`src/rtl/jb_ul_dfe_ant_s2p_dmx.sv`:
```
// Serial-to-parallel antenna demux for the UL DFE.
// Rebuilds one frame of N_ANTENNAS time-interleaved samples (tuser = antenna index) and
// strobes all antennas together. Checks index sequencing and the gap timeout inside a frame.
module jb_ul_dfe_ant_s2p_dmx #(
   parameter int unsigned N_ANTENNAS = 4,
   parameter int unsigned PRECISION  = 16,
   parameter int unsigned USR_ID_BW  = 2,
   parameter int unsigned MAX_GAP    = 3,
   parameter int unsigned CNT_BW     = 16
) (
   input  logic                   clk_4x,
   input  logic                   resetn_4x,
   input  logic                   any_stream_enable,
   input  logic                   tvalid_in,
   input  logic [2*PRECISION-1:0] tdata_in,
   input  logic [USR_ID_BW-1:0]   tuser_in,
   output logic [N_ANTENNAS-1:0]  tvalid_out,
   output logic [2*PRECISION-1:0] tdata_out [N_ANTENNAS-1:0],
   output logic [CNT_BW-1:0]      frame_cnt,
   output logic                   seq_err,
   input  logic                   clr_err
);

   localparam int unsigned SW = 2 * PRECISION;
   localparam int unsigned GW = $clog2(MAX_GAP + 2);
   localparam logic [USR_ID_BW-1:0] LastIdx = USR_ID_BW'(N_ANTENNAS - 1);
   localparam logic [GW-1:0]        GapMax  = GW'(MAX_GAP);

   typedef enum logic {StHunt, StCollect} state_e;

   state_e               state_q;
   logic [USR_ID_BW-1:0] exp_q;
   logic [GW-1:0]        gap_q;
   logic [SW-1:0]        stage_q [N_ANTENNAS-2:0];

   // Frame assembly FSM with registered outputs; clr_err is applied first so a set wins.
   always_ff @(posedge clk_4x) begin
      if (!resetn_4x) begin
         state_q    <= StHunt;
         exp_q      <= '0;
         gap_q      <= '0;
         tvalid_out <= '0;
         frame_cnt  <= '0;
         seq_err    <= 1'b0;
         for (int k = 0; k < int'(N_ANTENNAS) - 1; k++) stage_q[k] <= '0;
         for (int k = 0; k < int'(N_ANTENNAS); k++) tdata_out[k] <= '0;
      end else begin
         tvalid_out <= '0;
         if (clr_err) seq_err <= 1'b0;

         if (!any_stream_enable) begin
            // Flush and hunt; a frame completing now is not emitted.
            state_q <= StHunt;
            exp_q   <= '0;
            gap_q   <= '0;
         end else if (state_q == StHunt) begin
            gap_q <= '0;
            if (tvalid_in && tuser_in == '0) begin
               stage_q[0] <= tdata_in;
               exp_q      <= USR_ID_BW'(1);
               state_q    <= StCollect;
            end
         end else if (tvalid_in) begin
            gap_q <= '0;
            if (tuser_in == exp_q) begin
               if (exp_q == LastIdx) begin
                  for (int k = 0; k < int'(N_ANTENNAS) - 1; k++) tdata_out[k] <= stage_q[k];
                  tdata_out[N_ANTENNAS-1] <= tdata_in;
                  tvalid_out <= '1;
                  frame_cnt  <= frame_cnt + CNT_BW'(1);
                  exp_q      <= '0;
               end else begin
                  for (int k = 0; k < int'(N_ANTENNAS) - 1; k++) begin
                     if (exp_q == USR_ID_BW'(k)) stage_q[k] <= tdata_in;
                  end
                  exp_q <= exp_q + USR_ID_BW'(1);
               end
            end else begin
               // Out-of-order index: drop partial frame, restart directly on a slot-0 sample.
               seq_err <= 1'b1;
               if (tuser_in == '0) begin
                  stage_q[0] <= tdata_in;
                  exp_q      <= USR_ID_BW'(1);
               end else begin
                  exp_q   <= '0;
                  state_q <= StHunt;
               end
            end
         end else if (exp_q != '0) begin
            // Idle inside a partial frame; the (MAX_GAP+1)-th idle cycle times out.
            if (gap_q == GapMax) begin
               seq_err <= 1'b1;
               exp_q   <= '0;
               gap_q   <= '0;
               state_q <= StHunt;
            end else begin
               gap_q <= gap_q + GW'(1);
            end
         end
      end
   end

endmodule

```
`config.mk`:
```
export PLATFORM = sky130hd
export DESIGN_NAME = jb_ul_dfe_ant_s2p_dmx
export DESIGN_NICKNAME = d
export VERILOG_FILES = /design/src/rtl/jb_ul_dfe_ant_s2p_dmx.sv
export SDC_FILE = /design/constraint.sdc
export NUM_CORES = 1
export LEC_CHECK = 0
export CELL_PAD_IN_SITES_DETAIL_PLACEMENT = 1
export CELL_PAD_IN_SITES_GLOBAL_PLACEMENT = 1
export CORE_ASPECT_RATIO = 1.4
export CORE_MARGIN = 2
export CORE_UTILIZATION = 32
export CTS_BUF_LIST = sky130_fd_sc_hd__clkbuf_4
export CTS_CLUSTER_DIAMETER = 200
export CTS_CLUSTER_SIZE = 30
export DETAILED_ROUTE_END_ITERATION = 16
export PLACE_DENSITY_LB_ADDON = 0.2
export SETUP_SLACK_MARGIN = 0.1
export SYNTH_ARGS = -nofsm -noshare
export SYNTH_HDL_FRONTEND = slang
export SYNTH_SLANG_ARGS = --single-unit
```
`constraint.sdc`:
```
create_clock -name clk_4x -period 2.3 [get_ports clk_4x]
set_input_delay 0.23 -clock clk_4x [delete_from_list [all_inputs] [get_ports clk_4x]]
set_output_delay 0.23 -clock clk_4x [all_outputs]
set_load 0.02 [all_outputs]
```
==> results.md, run 1 <==
Yosys:
- Counting flops with a built-in enable in the synthesized netlist gives 96.
- The synthesized area is 9080 um^2.
- The number of nets handed over by synthesis was 930.
- The portion of the post-synthesis area used by sequential elements is 65.3%.
- The most used flip-flop cell after synthesis is sky130_fd_sc_hd__dfxtp_1.
- The mean post-synth cell area is 10.3 um^2.
- Synthesis produced a netlist whose cell count is 884.
- The area share of the largest cell type after synthesis is 33.5%.
- In the post-synthesis netlist, the biggest area contributors are sky130_fd_sc_hd__dfxtp_1, sky130_fd_sc_hd__edfxtp_1, sky130_fd_sc_hd__nand2_1.
- Counting flops with an async set or reset pin after synthesis yields a share of 0%.
- The library cell with the highest instance count after synthesis is sky130_fd_sc_hd__nand2_1.
- The cell accounting for the most synthesized area is sky130_fd_sc_hd__dfxtp_1.
- After synthesis, the most frequently instantiated cells are sky130_fd_sc_hd__nand2_1, sky130_fd_sc_hd__dfxtp_1, sky130_fd_sc_hd__a21oi_1.
- Synthesis inferred 248 register bits.
- The number of different library cells used by synthesis comes to 47.
- The yosys synthesis warning count is 0.

Global routing:
- The met1 track demand over resource in global routing is 19.1%.
- Global routing consumed, on the met3 layer, 2.19% of the routing resources.
- The via count of the first global-routing pass is 6906.
- The wire length of the first global-routing pass is 38400 um.
- The global route total overflow is 0.
- Global routing used 16.1% of the available tracks.
- The number of antenna violations at the first check in global routing is 1.
- Entering global routing, the biggest net connects 80 pins.
- After global routing, the most crowded layer is met2.
- Global routing used 30.8% of the available met2 tracks.

Hold path:
- The class of the tightest hold or removal check is in -> reg.

Layout:
- The synthesis-to-finish area growth is 29.7%.
- The share of cells above drive strength 1 is 7.15%.
- The final non-filler cell total is 1439.
- The net count of the finished layout is 1104.
- The cell area after layout is 11800 um^2.
- Measured on the finished design, the core utilization comes to 41.8%.

STA:
- Headroom to the max-slew limit came out at 66.2%.
- The number of endpoints failing setup at the final stage is 0.
- The shortest period the worst path allows is 2080 ps.
- The final setup skew is 94.9 ps.
- For the pin with the worst max-slew slack, the measured transition is 504 ps.
- The final count of pins violating max slew is 0.
- For this run, the top clock speed supported by timing is 0.480 GHz.
- The post-route setup TNS is 0 ps.
- Setup repair after global routing could not meet its margin everywhere.
- The number of hold violations in the final report was 0.
- The final period utilization is 90.5%.

Setup path:
- In this run the critical register-to-register path is captured at frame_cnt[6]$_SDFFE_PN0P_.
- The start point of the critical path is frame_cnt[9]$_SDFFE_PN0P_.
- STA classifies the critical path endpoint as an output port.
- The startpoint of the most critical register-to-register path is exp_q[1]$_SDFFE_PN0P_.
- The combined buffer and inverter count along the critical path is 1.
- The depth of the critical timing path with buffers and inverters included is 1.
- The number of cells on the worst reg-to-reg path is 6.
- The setup slack on the worst flop-to-flop path is 230 ps.
- The signal on the critical path passes through clkdlybuf4s50_1.
- The critical path ends at frame_cnt[9].
- The worst setup path is of the reg -> out kind.
- The biggest cell delay along the critical path is 650 ps.
- The gate family responsible for the most delay along the worst path is buffers and inverters.
- The highest fanout seen on the critical path is 7.
- The signal arrival time at the worst endpoint is 1850 ps.
- The standard cell with the maximum stage delay on the critical path is sky130_fd_sc_hd__clkdlybuf4s50_1.
- Data on the critical path is required at its endpoint by 2070 ps.
- STA classifies the critical path startpoint as a flip-flop.

Clock network:
- TritonCTS built the clock tree.
- Buffers added to address setup during post-CTS repair amount to 0.
- Clock tree synthesis found a total of 248 sinks.
- After clock tree synthesis, the clock-pin slew on the worst setup and hold paths is 320 ps.
- Counting the buffers created by CTS gives 12.
- At the later pin of the worst-skew pair, clock insertion delay measures 700 ps.
- The maximum number of buffers from clock root to sink is 3.
- CTS built an H-tree with a depth of 1.
- In this run the clock root is driven by a sky130_fd_sc_hd__clkbuf_4.

Place:
- The half-perimeter wire length of the detailed placement result is 16500 um.
- After detailed placement, the design holds a cell count of 1419.
- After detailed placement, the total cell area comes to 11600 um^2.
- In this run the tool buffered the top-level ports with 187 buffer cells.
- The final weighted congestion in routability-driven placement is 0.731.

Power and ir drop:
- In this run, flip-flops and latches consume 70.0% of the power.
- Dividing total power by cell area gives a power density of 564 nW/um^2.
- The clock network accounts for 25.8% of the total power.
- Summed over all nets, the switching power comes to 1.51 mW.
- The internal power of the cells totals 5.12 mW.
- The net switching share of the total power is 22.8%.
- Combinational cells account for 4.2% of the total power.
- For this design the static power due to leakage is 3.90 nW.
- Overall power consumption after layout is estimated at 6.63 mW.
- The maximum vdd drop is 0.322 mV.

Floorplanning:
- Row generation in the floorplan step produced 73 rows.
- The die is 146 um wide.
- The initial utilization of the core area, before any placement, comes to 32.3%.
- The floorplan die area is 29700 um^2.
- The die extent in y is 203 um.
- The top-level port count is 188.
- The core region is 28100 um^2.

Drt:
- The via count is 6724.
- After the first detailed-routing iteration, the DRC count stood at 320.
- The total detailed-routing wirelength is 24600 um.
- Using the TritonRoute via totals, the vias-per-cell ratio works out to 4.67.
- The average wire per cell in the routed design is 17.1 um.
- The number of iterations in the first detailed-routing pass is 4.
- The remaining antenna violation count after routing is 0.
- The DRC violation count after routing is 0.

Run status:
- The run finished with clean final reports.

Flow run:
- The reported max-cap violation count is 0.
## what timing repair did
item	CTS	global route
resized for setup	0	3
setup endpoints to repair	0	4
hold buffers	0	0
## layout make-up
| type | instances | area, um^2 |
|---|---|---|
| tap | 375 | 469 |
| inverter | 4 | 17.5 |
| antenna | 1 | 2.50 |
| fill | 3217 | 16400 |
| sequential | 248 | 5930 |
| clock buffer | 18 | 135 |
| timing repair buffer | 217 | 2280 |
| clock inverter | 1 | 30.0 |
| multi-input combinational | 575 | 2910 |
## registers in the layout, summed over array words and instances, names as in the netlist
name        cells
state_q         1
stage_q        96
seq_err         1
frame_cnt      16
gap_q           3
tdata_out     128
exp_q           2
tvalid_out      1
## placed cells by master (no fill, tap or decap), drive strengths merged, types with 3 or more instances in the layout
| master | n |
|---|---|
| edfxtp | 96 |
| o21ai | 10 |
| clkbuf | 18 |
| or4 | 6 |
| clkdlybuf4s50 | 187 |
| dfxtp | 152 |
| and2 | 67 |
| buf | 30 |
| xnor2 | 4 |
| nand3 | 7 |
| and3 | 3 |
| or3 | 3 |
| nand4 | 11 |
| nand2 | 272 |
| inv | 4 |
| xor2 | 4 |
| nor2 | 9 |
| o31ai | 7 |
| a21oi | 144 |
| ha | 7 |
## metal layers
metal / up-vias / share of wire, % / wire (um)
met5: - / 0 / 0
li1: 3320 / - / -
met2: 98 / 54 / 13200
met3: 21 / 3.1 / 766
met1: 3285 / 42 / 10200
met4: 0 / 1.6 / 382
## power by group through the flow
stage               logic, mW  clock network [mW]  registers, mW
floorplan               0.101                   0           4.72
global placement        0.286                   0           4.73
detailed placement      0.288                   0           4.73
CTS                     0.290                1.82           4.64
global route            0.305                1.96           4.65
finish                  0.281                1.71           4.64
## worst min-delay path by stage
stage / end / depth (start not counted) / start / slack [ps]
floorplan: seq_err$_SDFF_PN0_ / 1 / clr_err / 330
global placement: tdata_out[28]$_SDFFE_PN0P_ / 2 / tdata_out[28]$_SDFFE_PN0P_ / 440
detailed placement: tdata_out[28]$_SDFFE_PN0P_ / 2 / tdata_out[28]$_SDFFE_PN0P_ / 450
CTS: tdata_out[97]$_SDFFE_PN0P_ / 3 / tdata_in[1] / 60
global route: tdata_out[98]$_SDFFE_PN0P_ / 3 / tdata_in[2] / 60
finish: tdata_out[101]$_SDFFE_PN0P_ / 3 / tdata_in[5] / 110
## logic make-up after synthesis
logic type	after synthesis	share of synthesized area, %
AND/OR/NAND/NOR	391	19.6
flip-flops	248	65.3
AO/OA/AOI/OAI	169	9.90
buffers and inverters	61	3.29
XOR/XNOR	8	0.937
adder cells (fa/ha/maj)	7	0.965
## stage by stage
stage | hold WS (ps) | worst slack (ps)
floorplan | 327 | 222
global placement | 442 | 52.2
detailed placement | 448 | 17.7
CTS | 64.8 | 115
global route | 64.4 | 100
finish | 111 | 218
(Power assumes the default switching activity.)
==> run 2, diff against run 1 <==
--- a/config.mk
+++ b/config.mk
@@ -5,6 +5,7 @@
 export SDC_FILE = /design/constraint.sdc
 export NUM_CORES = 1
 export LEC_CHECK = 0
+export ABC_CLOCK_PERIOD_IN_PS = 2300
 export CELL_PAD_IN_SITES_DETAIL_PLACEMENT = 1
 export CELL_PAD_IN_SITES_GLOBAL_PLACEMENT = 1
 export CORE_ASPECT_RATIO = 1.4
@@ -14,6 +15,7 @@
 export CTS_CLUSTER_DIAMETER = 200
 export CTS_CLUSTER_SIZE = 30
 export DETAILED_ROUTE_END_ITERATION = 16
+export GPL_ROUTABILITY_DRIVEN = 0
 export PLACE_DENSITY_LB_ADDON = 0.2
 export SETUP_SLACK_MARGIN = 0.1
 export SYNTH_ARGS = -nofsm -noshare
==> results of run 2 <==
No change in the layout: final DEF, timing and power equal those of run 1.
==> run 3, diff against run 2 <==
--- a/config.mk
+++ b/config.mk
@@ -18,6 +18,7 @@
 export GPL_ROUTABILITY_DRIVEN = 0
 export PLACE_DENSITY_LB_ADDON = 0.2
 export SETUP_SLACK_MARGIN = 0.1
+export SLEW_MARGIN = 15
 export SYNTH_ARGS = -nofsm -noshare
 export SYNTH_HDL_FRONTEND = slang
 export SYNTH_SLANG_ARGS = --single-unit
==> results of run 3 <==
No change in the layout: final DEF, timing and power equal those of run 1.
